<file path="config.mk">
export PLATFORM = sky130hd
export DESIGN_NAME = fetch_unit
export DESIGN_NICKNAME = d
export VERILOG_FILES = /design/src/rtl/fetch_unit.sv
export SDC_FILE = /design/constraint.sdc
export NUM_CORES = 1
export LEC_CHECK = 0
export CAP_MARGIN = 20
export CORE_MARGIN = 5
export CORE_UTILIZATION = 47
export DETAILED_ROUTE_END_ITERATION = 16
export PLACE_DENSITY = 0.95
export SYNTH_ARGS = -nofsm -noshare
export SYNTH_HDL_FRONTEND = slang
export SYNTH_SLANG_ARGS = --single-unit
</file>
<file path="constraint.sdc">
create_clock -name clk -period 5.6 [get_ports clk]
set_input_delay 0.56 -clock clk [delete_from_list [all_inputs] [get_ports clk]]
set_output_delay 0.56 -clock clk [all_outputs]
set_load 0.01 [all_outputs]
</file>
<file path="src/rtl/fetch_unit.sv">
// Instruction fetch stage: owns the PC, issues one word-aligned imem read at a
// time and hands each instruction with its PC to decode via a one-entry buffer.
`timescale 1ns/1ps
module fetch_unit #(
   parameter int unsigned           ADDR_W   = 32,
   parameter int unsigned           INST_W   = 32,
   parameter logic [ADDR_W-1:0]     RESET_PC = '0
) (
   input  logic              clk,
   input  logic              rst,
   output logic              imem_req_valid,
   input  logic              imem_req_ready,
   output logic [ADDR_W-1:0] imem_req_addr,
   input  logic              imem_rsp_valid,
   input  logic [INST_W-1:0] imem_rsp_data,
   output logic              inst_valid,
   input  logic              inst_ready,
   output logic [INST_W-1:0] inst_data,
   output logic [ADDR_W-1:0] inst_pc,
   input  logic              redirect_valid,
   input  logic [ADDR_W-1:0] redirect_pc
);

   typedef enum logic [1:0] {
      S_REQ       = 2'd0,
      S_WAIT      = 2'd1,
      S_WAIT_DROP = 2'd2
   } state_e;

   state_e              state_q;
   logic [ADDR_W-1:0]   pc_q;
   logic                buf_valid_q;
   logic [INST_W-1:0]   buf_data_q;
   logic [ADDR_W-1:0]   buf_pc_q;

   logic                req_fire;
   logic [ADDR_W-1:0]   redirect_aligned;
   logic                unused_redirect_lsb;

   assign imem_req_valid   = (state_q == S_REQ) && !buf_valid_q && !rst;
   assign imem_req_addr    = pc_q;
   assign req_fire         = imem_req_valid && imem_req_ready;
   assign redirect_aligned = {redirect_pc[ADDR_W-1:2], 2'b00};
   assign unused_redirect_lsb = ^redirect_pc[1:0];

   assign inst_valid = buf_valid_q;
   assign inst_data  = buf_data_q;
   assign inst_pc    = buf_pc_q;

   // Redirect overrides the normal flow; an in-flight response becomes a drop.
   always_ff @(posedge clk) begin
      if (rst) begin
         state_q     <= S_REQ;
         pc_q        <= RESET_PC;
         buf_valid_q <= 1'b0;
         buf_data_q  <= '0;
         buf_pc_q    <= '0;
      end else if (redirect_valid) begin
         pc_q        <= redirect_aligned;
         buf_valid_q <= 1'b0;
         case (state_q)
            S_REQ:       state_q <= req_fire ? S_WAIT_DROP : S_REQ;
            S_WAIT:      state_q <= imem_rsp_valid ? S_REQ : S_WAIT_DROP;
            S_WAIT_DROP: state_q <= imem_rsp_valid ? S_REQ : S_WAIT_DROP;
            default:     state_q <= S_REQ;
         endcase
      end else begin
         if (buf_valid_q && inst_ready) begin
            buf_valid_q <= 1'b0;
         end
         case (state_q)
            S_REQ: begin
               if (req_fire) begin
                  state_q <= S_WAIT;
               end
            end
            S_WAIT: begin
               if (imem_rsp_valid) begin
                  buf_valid_q <= 1'b1;
                  buf_data_q  <= imem_rsp_data;
                  buf_pc_q    <= pc_q;
                  pc_q        <= pc_q + ADDR_W'(4);
                  state_q     <= S_REQ;
               end
            end
            S_WAIT_DROP: begin
               if (imem_rsp_valid) begin
                  state_q <= S_REQ;
               end
            end
            default: state_q <= S_REQ;
         endcase
      end
   end

endmodule

</file>
## After elaboration in Yosys (flattened, before gate mapping)

Index checks and enable logic that the tools add are counted.

- Add/subtract/negate cells: 1
- Eq/ne operators: 4
- Mux-type cells: 13
- Bitwise logic cells: 1
- Reductions and logical operators: 15

Operators with widths:

| kind | number |
|---|---|
| 2-to-1 mux 32 bit | 3 |
| adder 32 x 3 -> 32 bit (second input constant) | 1 |
| 2-to-1 mux 2 bit | 5 |
| one-hot mux 2 bit (2 select lines) | 2 |
| AND reduction 2 bit | 3 |
| logical AND 1 bit | 4 |
| nonzero test 2 bit | 2 |
| OR reduction 2 bit | 2 |
| 2-to-1 mux 1 bit | 3 |
| != test 3 x 1 -> 1 bit (second input constant) | 1 |
| != test 3 bit (second input constant) | 1 |
| AND reduction 3 bit | 1 |
| == test 2 x 1 -> 1 bit (second input constant) | 1 |
| == test 2 bit (second input constant) | 1 |
| zero test 1 bit | 2 |
| zero test 2 bit | 1 |
| inverter 1 bit | 1 |

- Flip-flop bits (word level): 99
- Input bits: 70
- Output and inout port bits: 98
- Logic and storage cells: 40

## Logic depth before layout (Yosys ltp)

Gate-level depths: netlist of the first run.

- Word-level depth: 7
- Depth in mapped cells: 8
- Gate-level depth less buffers: 6

## Worst setup path after synthesis of the first run

Ideal clock, no wire load.

- Path kind: flip-flop to flip-flop
- Start: register pc_q[2] (netlist: imem_req_addr[2])
- End: register pc_q[20] (netlist: imem_req_addr[20])
- Setup time: 91 ps
- Arrival time: 1997 ps
- Required time: 5509 ps
- Slack: 3512 ps
- Cell stages (with the launch flop): 6
- Buffers on the path: 0
- Clock period less this slack: 2088 ps
- Cells stage by stage: dfxtp_1 -> ha_1 -> nand3_1 -> or3_1 -> or4_1 -> a311oi_1

- Longest elaborated chain between the ends: 4

RTL lines:

| what | RTL line | text |
|---|---|---|
| start, declared | 31 | `logic [ADDR_W-1:0] pc_q;` |
| start signal, assigned | 59 | `pc_q <= redirect_aligned;` |
| start signal, assigned | 82 | `pc_q <= pc_q + ADDR_W'(4);` |
| adder 32 x 3 -> 32 bit | 82 |  |
| 2-to-1 mux 32 bit | 78 | `if (imem_rsp_valid) begin` |
| 2-to-1 mux 32 bit | 71 | `case (state_q)` |
| 2-to-1 mux 32 bit | 58 | `end else if (redirect_valid) begin` |

No other way between the ends. The select of a mux whose other input is x is not followed.
A chain may end at the register's enable or synchronous reset.

## Worst setup path after layout of the first run

- Start: input port redirect_valid
- End: register pc_q[29] (netlist: imem_req_addr[29])

- Longest elaborated chain between the ends: 2
- Elaborated cells between the ends (all ways): 4
- Those cells by class: mux (1); reduce/logical (3)

RTL lines:

| what | RTL line | text |
|---|---|---|
| start, declared | 20 | `input logic redirect_valid,` |
| nonzero test 2 bit (no source line) | n/a |  |
| AND reduction 2 bit (no source line) | n/a |  |

Parallel ways exist; a longest one is shown, timed or not.

==> metrics.log, run 1 <==
INFO  metric setup.reg_to_reg.worst_slack = 3110 ps
INFO  metric ys.flop_type = dfxtp_1
INFO  metric dr.pass1.iters = 5
INFO  metric worst_case_clock_skew = 4.51 ps
INFO  metric post-cts-setup-buffer-count = 0
INFO  metric worst-r2r-cell-count = 5
INFO  metric cts-buffers-inserted = 9
INFO  metric hold_viol = 0
INFO  metric clock_tree.buffer_depth = 2
INFO  metric yosys_warnings = 0
INFO  metric first_pass_grt_wire_length = 21400 µm
INFO  metric yosysUniqueCellTypes = 48
INFO  metric worst_ep_required_time = 5800 ps
INFO  metric cts_tree = built
INFO  metric area_delta_synth_final = 43.7%
INFO  metric cts.sink_count = 95
INFO  metric power.static_leakage = 1.94 nW
INFO  metric die-height = 104 µm
INFO  metric crit_path_end_kind = flip-flop
INFO  metric run_status = completed
INFO  metric drc = 0
INFO  metric routedWlPerCell = 16.7 µm
INFO  metric syn_avg_cell_area = 7.85 µm²
INFO  metric rr_endpoint = imem_req_addr[28]
INFO  metric track_usage = 23.4%
INFO  metric critical_path_arrival = 2930 ps
INFO  metric cp_max_fo = 45
INFO  metric whs_endpoint = inst_pc[6]
INFO  metric weighted_congestion_at_the_end_of_routability_driven_global_placement = 0.840
INFO  metric path_type_of_the_worst_min_delay_path = flip-flop to flip-flop
INFO  metric postRouteWirelength = 13100 µm
INFO  metric start_kind = input pin
INFO  metric vias_in_the_first_global_route = 4430
INFO  metric achievable-frequency = 366 MHz
INFO  metric antenna_left = 0
INFO  metric post_synth_instance_area = 4190 µm²
INFO  metric coreArea = 8720 µm²
INFO  metric postSynthRegisterBits = 95
INFO  metric ir_worst_vdd = 134 µV
INFO  metric rsz0062_at_grt = no
INFO  metric first_iter_violations = 404
INFO  metric power.density = 230 nW/µm²
INFO  metric holdPathStages = 2
INFO  metric min_period_over_period = 48.8%
INFO  metric clk_root_buffer_cell = clkbuf_8
INFO  metric number_of_instances_in_the_synthesized_netlist = 534
INFO  metric reg2reg_from = imem_req_addr[2]
INFO  metric die_width = 104 µm
INFO  metric dp_slack = 2510 ps
INFO  metric critical_path_class = input pin to flip-flop
INFO  metric antenna-diode-count = 0
INFO  metric sequential_share_of_the_synthesized_area = 45.4%
INFO  metric final.fill_count = 685
INFO  metric place.port_buffers = 161
INFO  metric detail_route.vias_per_cell = 5.68
INFO  metric drive_gt1_share = 4.30%
INFO  metric postCtsResizedCells = 0
INFO  metric count_of_flip_flops_with_a_built_in_enable_after_synthesis = 0
INFO  metric place_inst = 767
INFO  metric num-nets-final = 744
INFO  metric slew-limit-headroom = 32.1%
INFO  metric grt_start_max_net_pins = 101
INFO  metric tightest_slew = 1020 ps
INFO  metric globalRouteOverflowTotal = 0
INFO  metric num_rows = 34
INFO  metric detailed_place_hpwl = 9440 µm
INFO  metric top_level_ports = 168
INFO  metric timing.final.ws_setup = 2870 ps
INFO  metric final_common_cell = clkdlybuf4s50_1
INFO  metric dieArea = 10900 µm²
INFO  metric setup_total_negative_slack = 0 ps
INFO  metric ctsHtreeMaxLevel = 3
INFO  metric drv_slew = 0
INFO  metric report.final.setup_viol = 0
INFO  metric layout_cells_excl_fill = 782
INFO  metric grt_antenna_before_repair = 0
INFO  metric dr_total_vias = 4439
INFO  metric hp-start = inst_pc[6]
INFO  metric clkSlewWorstSetupHoldPaths = 90 ps
INFO  metric worst_skew_pair.late_latency = 350 ps
INFO  metric holdBufCountCts = 0
INFO  metric timing.max_cap.violations = 0
INFO  metric period_minus_slack = 2730 ps
INFO  metric layout.cells.most_common_list = clkdlybuf4s50_1, nand2_1, dfxtp_1
INFO  metric initial_utilization = 48.1%
INFO  metric synthArstFlopShare = 0%
[critical path: stages]
cell and delay [ps]:
clkdlybuf4s50_1 450, buf_4 300, nand3b_1 670, buf_4 540, nor3b_1 90, o41ai_1 110
o221ai_1 170
[power by group]
group	switching (mW)	total, mW	internal [mW]
logic	0.0688	0.163	0.0943
clock network	0.236	0.498	0.261
registers	0.0324	0.726	0.694
total	0.338	1.39	1.05
[per-stage QoR]
| step | hold WS (ps) | utilization [%] | instance area (µm²) | power, mW |
|---|---|---|---|---|
| 2_1_floorplan | 481 | - | 4200 | 0.801 |
| 3_3_place_gp | 441 | 66.6 | 5800 | 0.897 |
| 3_5_place_dp | 446 | 66.6 | 5800 | 0.903 |
| 4_1_cts | 459 | 69.1 | 6020 | 1.40 |
| 5_1_grt | 477 | 69.1 | 6020 | 1.44 |
| 6_report | 457 | 69.1 | 6020 | 1.39 |
[layout make-up]
class                      instances  area, µm²  area share, %
clock buffer                      10        138           2.28
sequential                        95       1900           31.6
tap                              108        135           2.24
inverter                          13       48.8          0.810
multi-input combinational        386       2080           34.5
timing repair buffer             165       1640           27.2
clock inverter                     5       82.6           1.37
[registers in the layout, summed over array words and instances (netlist names)]
name and count:
inst_data 32, imem_req_addr 30, inst_valid 1, inst_pc 30
state_q 2
[how the worst max path moves through the flow]
stage | start | to | slack, ps | cells after the start
2_1_floorplan | imem_req_addr[2] | imem_req_addr[20] | 3510 | 5
3_3_place_gp | redirect_valid | imem_req_addr[29] | 2590 | 7
3_5_place_dp | redirect_valid | imem_req_addr[29] | 2510 | 7
4_1_cts | redirect_valid | imem_req_addr[29] | 2890 | 7
5_1_grt | redirect_valid | imem_req_addr[29] | 2680 | 7
6_report | redirect_valid | imem_req_addr[29] | 2870 | 7
[Yosys cell counts (all sizes together) (2+ instances only)]
cell type / instances / area (µm²)
o221ai: 2 / 17.5
inv: 13 / 48.8
and4: 6 / 52.6
and3: 3 / 18.8
dfxtp: 95 / 1900
nand3b: 2 / 15.0
ha: 4 / 50.1
a311oi: 9 / 78.8
nor3b: 2 / 15.0
or2: 4 / 25.0
o31ai: 2 / 15.0
and2: 2 / 12.5
or4: 3 / 22.5
nor2b: 5 / 31.3
buf: 9 / 52.6
a211oi: 16 / 120
o41ai: 3 / 26.3
nor3: 9 / 45.0
a2111oi: 9 / 81.3
or3: 6 / 37.5
nor2: 32 / 120
a21oi: 66 / 330
clkbuf: 34 / 129
xnor2: 8 / 70.1
xor2: 3 / 26.3
nand3: 6 / 42.5
nand4: 15 / 100
nor4: 13 / 81.3
nand2: 141 / 529
[kinds of logic (layout without fill, tap and decap cells)]
group           count (synthesis)  in the layout  share of synthesized area, %
buf+inv                        56            193                          5.49
fa+ha+maj                       4              4                          1.19
other cells                     1              4                        0.0894
simple gates                  253            253                          28.2
flops                          95             95                          45.4
xor+xnor                       11             11                          2.30
compound gates                114            114                          17.4
[metal layers]
layer / global-route usage [%] / part of all wire [%] / routed length, µm / vias up
li1: - / - / - / 2134
met1: 27.7 / 40 / 5180 / 2094
met2: 39.6 / 50 / 6490 / 185
met3: 6.52 / 8.3 / 1090 / 26
met4: 9.90 / 2.4 / 315 / 0
met5: 0 / 0 / 0 / -
(Power assumes the default switching activity.)
==> inputs of run 2 (changes only) <==
--- a/config.mk
+++ b/config.mk
@@ -7,9 +7,9 @@
 export LEC_CHECK = 0
 export CAP_MARGIN = 20
 export CORE_MARGIN = 5
-export CORE_UTILIZATION = 47
+export CORE_UTILIZATION = 39
 export DETAILED_ROUTE_END_ITERATION = 16
-export PLACE_DENSITY = 0.95
+export PLACE_DENSITY = 0.88
 export SYNTH_ARGS = -nofsm -noshare
 export SYNTH_HDL_FRONTEND = slang
 export SYNTH_SLANG_ARGS = --single-unit
==> constraint.sdc (replaced) <==
create_clock -name clk -period 2.2 [get_ports clk]
set_input_delay 0.22 -clock clk [delete_from_list [all_inputs] [get_ports clk]]
set_output_delay 0.22 -clock clk [all_outputs]
set_load 0.01 [all_outputs]
==> run 2 against run 1 <==
  * Sequential power rose to 2.5 times the previous value
  * Global-route usage down 3.2 points
  * Core utilization fell by 8.3 points
  * Critical path depth shrank 3
==> metrics.log, run 2 (synthesis gave the netlist of run 1 again) <==
INFO  metric power.static_leakage = 2.12 nW (was 1.94 nW)
INFO  metric post_dp_cell_area = 6090 µm² (was 5800 µm²)
INFO  metric critical_path_arrival = 2370 ps (was 2930 ps)
INFO  metric final_common_cell = clkdlybuf4s50_1 (unchanged)
INFO  metric drc = 0 (unchanged)
INFO  metric globalRouteOverflowTotal = 0 (unchanged)
INFO  metric routedWlPerCell = 16.1 µm (was 16.7 µm)
INFO  metric area_delta_synth_final = 51.0% (was 43.7%)
INFO  metric postRouteWirelength = 13500 µm (was 13100 µm)
INFO  metric setup_total_negative_slack = 0 ps (unchanged)
INFO  metric p_int = 2.71 mW (was 1.05 mW)
INFO  metric power_frac_clock = 36.3% (was 35.9%)
INFO  metric ctsHtreeMaxLevel = 3 (unchanged)
INFO  metric first_pass_grt_wire_length = 21300 µm (was 21400 µm)
INFO  metric place.port_buffers = 161 (unchanged)
INFO  metric dr.pass1.iters = 5 (unchanged)
INFO  metric initial_utilization = 40.3% (was 48.1%)
INFO  metric num-nets-final = 774 (was 744)
INFO  metric drive_gt1_share = 8.94% (was 4.30%)
INFO  metric clock_tree.buffer_depth = 2 (unchanged)
INFO  metric dieArea = 12900 µm² (was 10900 µm²)
INFO  metric drv_slew = 0 (unchanged)
INFO  metric track_usage = 20.2% (was 23.4%)
INFO  metric fin_worst_hold_slack = 266 ps (was 457 ps)
INFO  metric first_iter_violations = 388 (was 404)
INFO  metric worst_ep_required_time = 2430 ps (was 5800 ps)
INFO  metric clkSlewWorstSetupHoldPaths = 90 ps (about the same)
INFO  metric vias_in_the_first_global_route = 4387 (was 4430)
INFO  metric cts_tree = built (unchanged)
INFO  metric antenna-diode-count = 0 (unchanged)
INFO  metric report.final.setup_viol = 0 (unchanged)
INFO  metric cp_max_fo = 8 (was 45)
INFO  metric hold_viol = 0 (unchanged)
INFO  metric die-height = 114 µm (was 104 µm)
INFO  metric detail_route.vias_per_cell = 5.36 (was 5.68)
INFO  metric achievable-frequency = 467 MHz
INFO  metric num_rows = 37 (was 34)
INFO  metric timing.max_cap.violations = 0 (unchanged)
INFO  metric place_inst = 825 (was 767)
INFO  metric period_minus_slack = 2140 ps
INFO  metric p_switching = 893 µW (was 338 µW)
INFO  metric cts-buffers-inserted = 9 (unchanged)
INFO  metric antenna_left = 0 (unchanged)
INFO  metric dr_total_vias = 4506 (was 4439)
INFO  metric worst_skew_pair.late_latency = 360 ps (was 350 ps)
INFO  metric post-route-cell-area = 6330 µm² (was 6020 µm²)
INFO  metric run_status = completed (unchanged)
INFO  metric tightest_slew = 517 ps (was 1020 ps)
INFO  metric timing.final.ws_setup = 60.9 ps (was 2870 ps)
INFO  metric power.density = 569 nW/µm² (was 230 nW/µm²)
INFO  metric combinationalPowerShare = 13.0% (was 11.8%)
INFO  metric multi_input_comb_area = 2090 µm² (was 2080 µm²)
INFO  metric worst_case_clock_skew = 10.0 ps (was 4.51 ps)
INFO  metric die_width = 114 µm (was 104 µm)
INFO  metric coreArea = 10400 µm² (was 8720 µm²)
INFO  metric min_period_over_period = 97.2%
INFO  metric grt_start_max_net_pins = 54 (was 101)
INFO  metric weighted_congestion_at_the_end_of_routability_driven_global_placement = 0.876 (was 0.840)
INFO  metric slew-limit-headroom = 65.5% (was 32.1%)
INFO  metric clk_root_buffer_cell = clkbuf_8 (unchanged)
INFO  metric design_power_total = 3.60 mW (was 1.39 mW)
INFO  metric grt_antenna_before_repair = 0 (unchanged)
INFO  metric path_type_of_the_worst_min_delay_path = input pin to flip-flop (was flip-flop to flip-flop)
INFO  metric final.fill_count = 885 (was 685)
INFO  metric share_of_power_burned_in_registers = 50.7% (was 52.4%)
INFO  metric critical_path_class = flip-flop to flip-flop (was input pin to flip-flop)
INFO  metric p_sw_share = 24.8% (was 24.3%)
INFO  metric cts.sink_count = 95 (unchanged)
INFO  metric layout.cells.most_common_list = clkdlybuf4s50_1, nand2_1, dfxtp_1 (unchanged)
INFO  metric layout.area.seq = 1900 µm² (about the same)
INFO  metric holdBufCountCts = 0 (unchanged)
INFO  metric final_core_util = 60.8% (was 69.1%)
INFO  metric layout_cells_excl_fill = 841 (was 782)
INFO  metric top_level_ports = 168 (unchanged)
INFO  metric crit_path_end_kind = flip-flop (unchanged)
INFO  metric detailed_place_hpwl = 9890 µm (was 9440 µm)
INFO  metric start_kind = flip-flop (was input pin)
INFO  metric dp_slack = 142 ps (was 2510 ps)
INFO  metric number_of_flip_flops_under_the_largest_register_name = 32 (unchanged)
INFO  metric ir_worst_vdd = 336 µV (was 134 µV)
-- run 2: changes by cell type in the layout (fill, tap and decap cells not counted), sizes merged --
cell | before | now
buf | 5 | 35
clkinvlp | 3 | 0
clkinv | 0 | 3
inv | 13 | 14
-- run 2: area by class of cell --
cell class	instances	share of cell area [%]
Multi-Input combinational cell	386	33.0
Sequential cell	95	30.1
Timing Repair Buffer	195	29.8
Tap cell	136	2.69
Clock buffer	10	2.17
Clock inverter	6	1.44
Inverter	13	0.771
-- run 2: repair_timing --
item                                    CTS  global route
hold endpoints to repair                  0             0
gates resized for setup                   0             3
endpoints found under the setup margin    0             3
setup buffers                             0             0
-- run 2: path summary, 6_finish.rpt --
check                    startpoint           endpoint  slack (ps)  cells after the start
setup / recovery  imem_req_addr[15]  imem_req_addr[25]          60                      4
hold / removal                  rst         state_q[1]         270                      5
setup reg to reg  imem_req_addr[15]  imem_req_addr[25]          60                      4
hold reg to reg       inst_data[19]      inst_data[19]         460                      2
-- run 2: power groups by stage --
| stage | registers, mW | logic, mW | clock network [mW] |
|---|---|---|---|
| 6_report | 1.83 | 0.470 | 1.31 |
| 5_1_grt | 1.83 | 0.508 | 1.40 |
| 4_1_cts | 1.82 | 0.470 | 1.34 |
| 3_5_place_dp | 1.86 | 0.466 | 0 |
| 3_3_place_gp | 1.86 | 0.457 | 0 |
| 2_1_floorplan | 1.88 | 0.158 | 0 |
-- run 2: critical path: stages (launching register included) --
cell and delay (ps):
dfxtp_1 500, nand4_1 210, or3_1 480, o41a_1 440
a2111oi_1 370
-- run 2: per-layer routing --
metal	global-route usage, %	share of wire, %
met5	0	0
met4	6.65	2.1
met3	4.19	6.9
met2	35.2	50
met1	24.8	41
